--- src/rtl/pipelined_single_port_ram_pkg.sv ---
// pipelined_single_port_ram_pkg: shared state encoding, latency limits and address-width helper.
package pipelined_single_port_ram_pkg;
  typedef enum logic {INITIALIZING, OPERATIONAL} state_t;
  localparam int MIN_READ_LATENCY = 1;
  localparam int MAX_READ_LATENCY = 4;
  function automatic int clog2(input int value);
    int r = 0;
    while ((1 << r) < value) r++;
    return r;
  endfunction
endpackage

--- src/rtl/pipelined_single_port_ram_delay_line.sv ---
// delay_line: resettable valid bit with a parallel data register chain; zero stages is a wire.
module delay_line #(
  parameter int WIDTH  = 32,
  parameter int STAGES = 1
) (
  input  logic             clock,
  input  logic             resetn,
  input  logic             data_valid,
  input  logic [WIDTH-1:0] data,
  output logic             delayed_valid,
  output logic [WIDTH-1:0] delayed_data
);
  if (STAGES == 0) begin : g_pass
    assign delayed_valid = data_valid;
    assign delayed_data  = data;
  end else begin : g_chain
    logic [STAGES-1:0] valid;
    logic [WIDTH-1:0]  stage [STAGES];
    always_ff @(posedge clock or negedge resetn)
      if (!resetn) valid <= '0;
      else valid <= STAGES'({valid, data_valid});
    always_ff @(posedge clock) begin
      stage[0] <= data;
      for (int i = 1; i < STAGES; i++) stage[i] <= stage[i-1];
    end
    assign delayed_valid = valid[STAGES-1];
    assign delayed_data  = stage[STAGES-1];
  end
endmodule

--- src/rtl/pipelined_single_port_ram.sv ---
// pipelined_single_port_ram: byte-masked single-port RAM with pipelined reads and a post-reset zeroing sweep.
module pipelined_single_port_ram
  import pipelined_single_port_ram_pkg::*;
#(
  parameter int WIDTH         = 32,
  parameter int DEPTH         = 64,
  parameter int ADDRESS_WIDTH = clog2(DEPTH),
  parameter int BYTE_WIDTH    = 8,
  parameter int READ_LATENCY  = 2
) (
  input  logic                          clock,
  input  logic                          resetn,
  input  logic                          request_valid,
  output logic                          request_ready,
  input  logic                          request_write,
  input  logic [ADDRESS_WIDTH-1:0]      request_address,
  input  logic [WIDTH-1:0]              request_write_data,
  input  logic [WIDTH/BYTE_WIDTH-1:0]   request_byte_enable,
  output logic                          response_valid,
  output logic [WIDTH-1:0]              response_data
);
  localparam int ENABLE_COUNT = WIDTH / BYTE_WIDTH;

  if (WIDTH % BYTE_WIDTH != 0) begin : g_bad_width
    $error("WIDTH must be a multiple of BYTE_WIDTH");
  end
  if (READ_LATENCY < MIN_READ_LATENCY || READ_LATENCY > MAX_READ_LATENCY) begin : g_bad_latency
    $error("READ_LATENCY out of range");
  end

  state_t                   state, next_state;
  logic [ADDRESS_WIDTH-1:0] counter;
  logic [WIDTH-1:0]         memory [DEPTH];
  logic                     accept, in_range, read_valid;
  logic [WIDTH-1:0]         read_data, delayed_data;

  always_ff @(posedge clock or negedge resetn)
    if (!resetn) begin
      state   <= INITIALIZING;
      counter <= '0;
    end else begin
      state   <= next_state;
      counter <= (state == INITIALIZING) ? counter + ADDRESS_WIDTH'(1) : counter;
    end

  always_comb begin
    request_ready = state == OPERATIONAL;
    next_state    = (state == INITIALIZING && 32'(counter) == DEPTH - 1) ? OPERATIONAL : state;
  end

  assign accept   = request_valid & request_ready;
  assign in_range = 32'(request_address) < DEPTH;

  // The array itself is never reset; zeros come only from the sweep.
  always_ff @(posedge clock)
    if (state == INITIALIZING) memory[counter] <= '0;
    else if (accept && request_write && in_range)
      for (int i = 0; i < ENABLE_COUNT; i++)
        if (request_byte_enable[i])
          memory[request_address][i*BYTE_WIDTH +: BYTE_WIDTH] <= request_write_data[i*BYTE_WIDTH +: BYTE_WIDTH];

  always_ff @(posedge clock or negedge resetn)
    if (!resetn) read_valid <= 1'b0;
    else read_valid <= accept & ~request_write;

  always_ff @(posedge clock)
    if (accept && !request_write) read_data <= in_range ? memory[request_address] : '0;

  delay_line #(.WIDTH(WIDTH), .STAGES(READ_LATENCY - 1)) u_delay (
    .clock         (clock),
    .resetn        (resetn),
    .data_valid    (read_valid),
    .data          (read_data),
    .delayed_valid (response_valid),
    .delayed_data  (delayed_data)
  );

  assign response_data = response_valid ? delayed_data : '0;
endmodule
--- config.mk ---
export PLATFORM = sky130hd
export DESIGN_NAME = pipelined_single_port_ram
export DESIGN_NICKNAME = d
export VERILOG_FILES = /design/src/rtl/pipelined_single_port_ram_pkg.sv /design/src/rtl/pipelined_single_port_ram_delay_line.sv /design/src/rtl/pipelined_single_port_ram.sv
export SDC_FILE = /design/constraint.sdc
export NUM_CORES = 2
export LEC_CHECK = 0
export ABC_AREA = 0
export CORE_MARGIN = 2
export CORE_UTILIZATION = 50
export DETAILED_ROUTE_END_ITERATION = 10
export PLACE_DENSITY = 0.66
export SLEW_MARGIN = 20
export SYNTH_ARGS = -nofsm -noshare
export SYNTH_HDL_FRONTEND = slang
export SYNTH_SLANG_ARGS = --single-unit
--- constraint.sdc ---
create_clock -name clock -period 5.9 [get_ports clock]
set_clock_uncertainty 0.05 [all_clocks]
set_input_delay 1.18 -clock clock [delete_from_list [all_inputs] [get_ports clock]]
set_output_delay 1.18 -clock clock [all_outputs]
set_load 0.02 [all_outputs]
Word level (Yosys, flattened, before mapping)
Memory sizes are Yosys's and may differ from the RTL's. A register that Yosys moved wholly into a read port is not among the register bits.
Cells that the tools add are included.
{"block": "word_totals", "out_inout_bits": 34, "wordCells": 38, "mem_bits_rw": 2080, "register_bits": 9, "memories": 2, "input_bits": 46}
{"block": "classes", "n_reduce_logical": 5, "n_mux": 21, "n_addsub": 1, "n_bitwise": 4, "n_eq_ne": 1}
{"name": "memory", "depth": 64, "width": 32, "read_ports": 1, "rd_clocked_by_memory_dff": 1, "write_ports": 1, "line_no": "pipelined_single_port_ram.sv:33", "source": "logic [WIDTH-1:0] memory [DEPTH];"}
{"name": "u_delay.g_chain.stage", "depth": 1, "width": 32, "read_ports": 1, "rd_clocked_by_memory_dff": 0, "write_ports": 1, "line_no": "pipelined_single_port_ram_delay_line.sv:18", "source": "logic [WIDTH-1:0] stage [STAGES];"}
{"operator": "$mux 32", "n": 2}
{"operator": "$reduce_or 32->1", "n": 1}
{"operator": "$mux 1", "n": 17}
{"operator": "$add 6x1->6 const B", "n": 1}
{"operator": "$eq 6x6->1 const B", "n": 1}
{"operator": "$mux 6", "n": 1}
{"operator": "$mux 4", "n": 1}
{"operator": "$logic_and 1x1->1", "n": 3}
{"operator": "$and 1x1->1", "n": 2}
{"operator": "$not 1->1", "n": 2}
{"operator": "$logic_not 1->1", "n": 1}

Longest topological paths before layout
{"block": "logic_depth", "word_depth": 7, "depth_mapped": 9, "ltp_nobuf": 5}

Modules after synthesis
From an unflattened synthesis, not the netlist that was laid out.
{"block": "unflattened", "hier_cells": 3721, "hier_area_um2": 81702.1}
{"module": "pipelined_single_port_ram", "seq_area_each_um2": 62660.1, "cells_each": 3688, "area_per_inst_um2": 81036.5, "n_inst": 1}
{"module": "delay_line", "seq_area_each_um2": 665.6, "cells_each": 33, "area_per_inst_um2": 665.6, "n_inst": 1}

Worst setup path before layout
OpenSTA, ideal clock, no wires.
{"block": "synth_path", "path_kind": "input -> register", "from": "in request_valid", "to": "mem memory[0][10], data pin", "required_ns": 5.483, "setup_time_ns": 0.367, "path_buffers": 2, "stages": 5, "setup_slack_ns": 2.522, "arrival_ns": 2.961, "path_cell_list": "nand3_1 > nor2_1 > clkbuf_1 > clkbuf_1 > and2_1"}
{"block": "synth_via", "elab_chain_cells": 7, "word_cells_on_any_way": 16, "classes_between": "13 x mux; 1 x bitwise; 2 x reduce/logical"}
{"element": "start, declared", "line_no": "pipelined_single_port_ram.sv:13", "source": "input logic request_valid,"}
{"element": "$and 1x1->1 *", "line_no": "pipelined_single_port_ram.sv:51", "source": "assign accept = request_valid & request_ready;"}
{"element": "$logic_and 1x1->1 *", "line_no": "pipelined_single_port_ram.sv:57", "source": "else if (accept && request_write && in_range)"}
{"element": "$mux 1", "line_no": "pipelined_single_port_ram.sv:57"}
{"element": "$mux 1", "line_no": "pipelined_single_port_ram.sv:56", "source": "if (state == INITIALIZING) memory[counter] <= '0;"}
{"element": "$mux 1 (implied by the code)", "line_no": "pipelined_single_port_ram.sv:60", "source": "memory[request_address][i*BYTE_WIDTH +: BYTE_WIDTH] <= request_write_data[i*BYTE_WIDTH +: BYTE_WIDTH];"}
{"element": "$reduce_or 32->1 (no source line) *"}
{"element": "$mux 32 (no source line) *"}
{"element": "end, declared", "line_no": "pipelined_single_port_ram.sv:33"}
Mark *: on every way between the ends. The rest lies on a longest branch, timed or not.

Worst setup path in the final report
{"block": "layout_path", "from": "in request_write", "to": "mem memory[31][27] (enable)"}
{"block": "layout_via", "elab_chain_cells": 6, "word_cells_on_any_way": 16, "classes_between": "14 x mux; 2 x reduce/logical"}
{"element": "start, declared", "line_no": "pipelined_single_port_ram.sv:15", "source": "input logic request_write,"}
{"element": "$logic_and 1x1->1 *", "line_no": "pipelined_single_port_ram.sv:57"}
{"element": "$mux 1", "line_no": "pipelined_single_port_ram.sv:57"}
{"element": "$mux 1", "line_no": "pipelined_single_port_ram.sv:56"}
{"element": "$mux 1 (implied by the code)", "line_no": "pipelined_single_port_ram.sv:60"}
{"element": "$reduce_or 32->1 (no source line)"}
{"element": "$mux 6 (no source line) or $mux 4 (tied branches)"}
Marks and branches as above.

==> flow_summary.json <==
{
  "hold_buffers": 0,
  "clk_pin_slew_worst_paths_ps": 60,
  "overflow": 0,
  "yosys-top-cells-area": "edfxtp_1 77%, mux4_2 14%, nor2_1 1.4%",
  "synthesis.nets": 3875,
  "cp_cell_sequence": "clkdlybuf4s50_1 -> nand3_1 -> nor2_4 -> mux2i_1 -> nand2_1 -> nor2_1",
  "fin_crit_sh_pct": 82.3,
  "final_common_cell": "edfxtp_1",
  "drc": 0,
  "holdCritPathClass": "reg -> reg",
  "grt_usage_pct": 24.8,
  "required_ps": 6290,
  "min_period_ps": 4850,
  "synth-simple-area-share_pct": 3.22,
  "numCtsBuffers": 198,
  "synth.cell_area_um2": 81500,
  "nFillCells": 11827,
  "place_inst": 6030,
  "critical_path_arrival_ps": 5240,
  "drive_above_1_share_pct": 24.5,
  "grt_pass1_wl_um": 294000,
  "synthXorXnorAreaFrac_pct": 0.0537,
  "ys_ff_latch": 2121,
  "crit_fanout": 15,
  "dp_hpwl_um": 128000,
  "clk_root_buffer_cell": "clkbuf_16",
  "maxCapViolCount": 0,
  "cp-end-kind": "register",
  "cts_tree": "built",
  "synth_top_family_by_area": "multiplexers",
  "cts_sinks": 2121,
  "r2r-end": "memory[31][27]",
  "wl_per_cell_um": 32.0,
  "num_rows": 148,
  "critPathLaunch": "request_write",
  "synthArstFlopShare_pct": 0.424,
  "cp.buffers_inverters": 1,
  "initial_utilization_pct": 50.2,
  "outcome": "finished, final reports clean",
  "ys_seq_area_share_pct": 77.7,
  "synth_fa_ha_area_share_pct": 0.0153,
  "die-area_um2": 166000,
  "fmax_ghz": 0.206,
  "yosys-mux-area-fraction_pct": 14.7,
  "finalNetCount": 4102,
  "grt_pass1_vias": 40259,
  "r2r-start": "request_ready",
  "antenna_found_initial": 8,
  "die_y_um": 408,
  "start_kind": "input port",
  "die_w_um": 408,
  "multi_input_area_um2": 17100,
  "core_um2": 162000,
  "cpPeakStageDelay_ps": 840,
  "antenna_left": 0,
  "yosysTopAreaCellShare_pct": 76.6,
  "power_density_nw_per_um2": 324,
  "worstSetupPathType": "in -> reg",
  "finalHoldViolCount": 0,
  "whs_path_depth": 0,
  "worstSkewPairLatency_ps": 830,
  "layout-area-overhead-vs-synth_pct": 12.8,
  "rsz0062_at_grt": "false",
  "synth.avg_cell_area_um2": 21.3,
  "drt_iter0_markers": 5145,
  "critPathCapture": "memory[31][27]",
  "leakagePower_nw": 23.5,
  "dr.pass1.iters": 6,
  "routed_wl_um": 205000,
  "vias": 40004,
  "ys_dominant_reg_cell": "edfxtp_1",
  "mostFrequentLayoutCells": "2080 x edfxtp_1, 489 x mux4_2, 304 x nor2_1",
  "post_cts_buffers": 0,
  "synth-compound-area-share_pct": 2.83,
  "synth_edf_count": 2080,
  "cts.htree.levels": 4,
  "cp_top_family": "simple AND/OR/NAND/NOR gates",
  "slew_viol_final": 0,
  "ys_types": 58,
  "worst_pin_slew_ps": 1310,
  "tns_ps": 0,
  "regArea_um2": 63300,
  "ir_worst_vdd_mv": 0.352,
  "cts_resized": 0,
  "port_buffers": 79,
  "grt_max_degree": 119,
  "ys_warn_count": 0,
  "place_congestion": 0.843,
  "ff2ff_path_depth": 5,
  "relSlewSlack_pct": 12.7,
  "cts_buffer_depth": 3,
  "cpMaxStageDelayCell": "nor2_1",
  "cp.depth": 6,
  "regToRegSetupSlack_ps": 1500,
  "synth_top_area_cell": "edfxtp_1",
  "instances_no_fill": 6388,
  "viasPerCell": 6.26,
  "syn_inst": 3828,
  "setup_violations": 0,
  "io_pins": 80
}
==> through the flow <==
stage               setup WS, ps  power [mW]  hold slack, ps  utilization, %  area (um2)
detailed placement           311        17.3             278            52.6       85500
finish                      1050        29.8             290            56.6       92000
CTS                         1210        29.9             292            56.6       92000
global route                1070        30.5             298            56.6       92000
global placement             417        17.3             278            52.6       85500
floorplan                   2520        17.1             273               -       81500
==> worst min path at each step <==
stage	startpoint	to	slack [ps]
global route	read_data[15]	u_delay.g_chain.stage[0][15]	300
global placement	read_data[20]	u_delay.g_chain.stage[0][20]	280
detailed placement	read_data[4]	u_delay.g_chain.stage[0][4]	280
floorplan	read_data[0]	u_delay.g_chain.stage[0][0]	270
CTS	read_data[19]	u_delay.g_chain.stage[0][19]	290
finish	read_data[25]	u_delay.g_chain.stage[0][25]	290
==> area by class of cell <==
type	instances	share of cell area, %
clock inverter	116	1.34
tap	2175	2.96
timing repair buffer	251	2.51
clock buffer	238	5.71
inverter	3	0.0136
sequential	2121	68.9
multi-input combinational	1480	18.6
antenna	4	0.0109
==> flip-flops by register name (all words and copies together), names as in the netlist <==
register	flops
read_data	32
memory	2048
u_delay.g_chain.stage	32
read_valid	1
counter	6
u_delay.delayed_valid	1
request_ready	1
==> routing by layer <==
| layer | vias up | wire length [um] | track usage [%] |
|---|---|---|---|
| met4 | 8 | 6340 | 7.87 |
| met1 | 21190 | 81700 | 35.4 |
| met5 | - | 121 | 0 |
| met3 | 347 | 19200 | 5.52 |
| met2 | 2053 | 97100 | 38.4 |
| li1 | 16406 | - | - |
==> cells in the mapped netlist, drive strengths merged, types with 30 or more instances <==
library cell	instances
edfxtp	2080
mux4	489
a211oi	44
clkbuf	82
buf	142
mux2i	75
nor4	30
nand2	70
dfxtp	32
o22ai	138
and2	72
nor2	307
==> kinds of logic (layout without fill, tap and decap cells) <==
group                      Yosys count  in the layout
buffers and inverters              227            608
AOI/OAI and AO/OA                  325            325
and+or+nand+nor                    568            568
muxes                              581            581
DFF                               2121           2121
other                                0              4
xor gates and xnor gates             5              5
adders and majority gates            1              1
==> power by group <==
group | total [mW] | internal (mW) | switching [mW]
Sequential | 16.3 | 16.3 | 0
Combinational | 0.713 | 0.257 | 0.456
Clock | 12.8 | 7.33 | 5.47
Note: power is estimated with default switching activity, not from simulation.
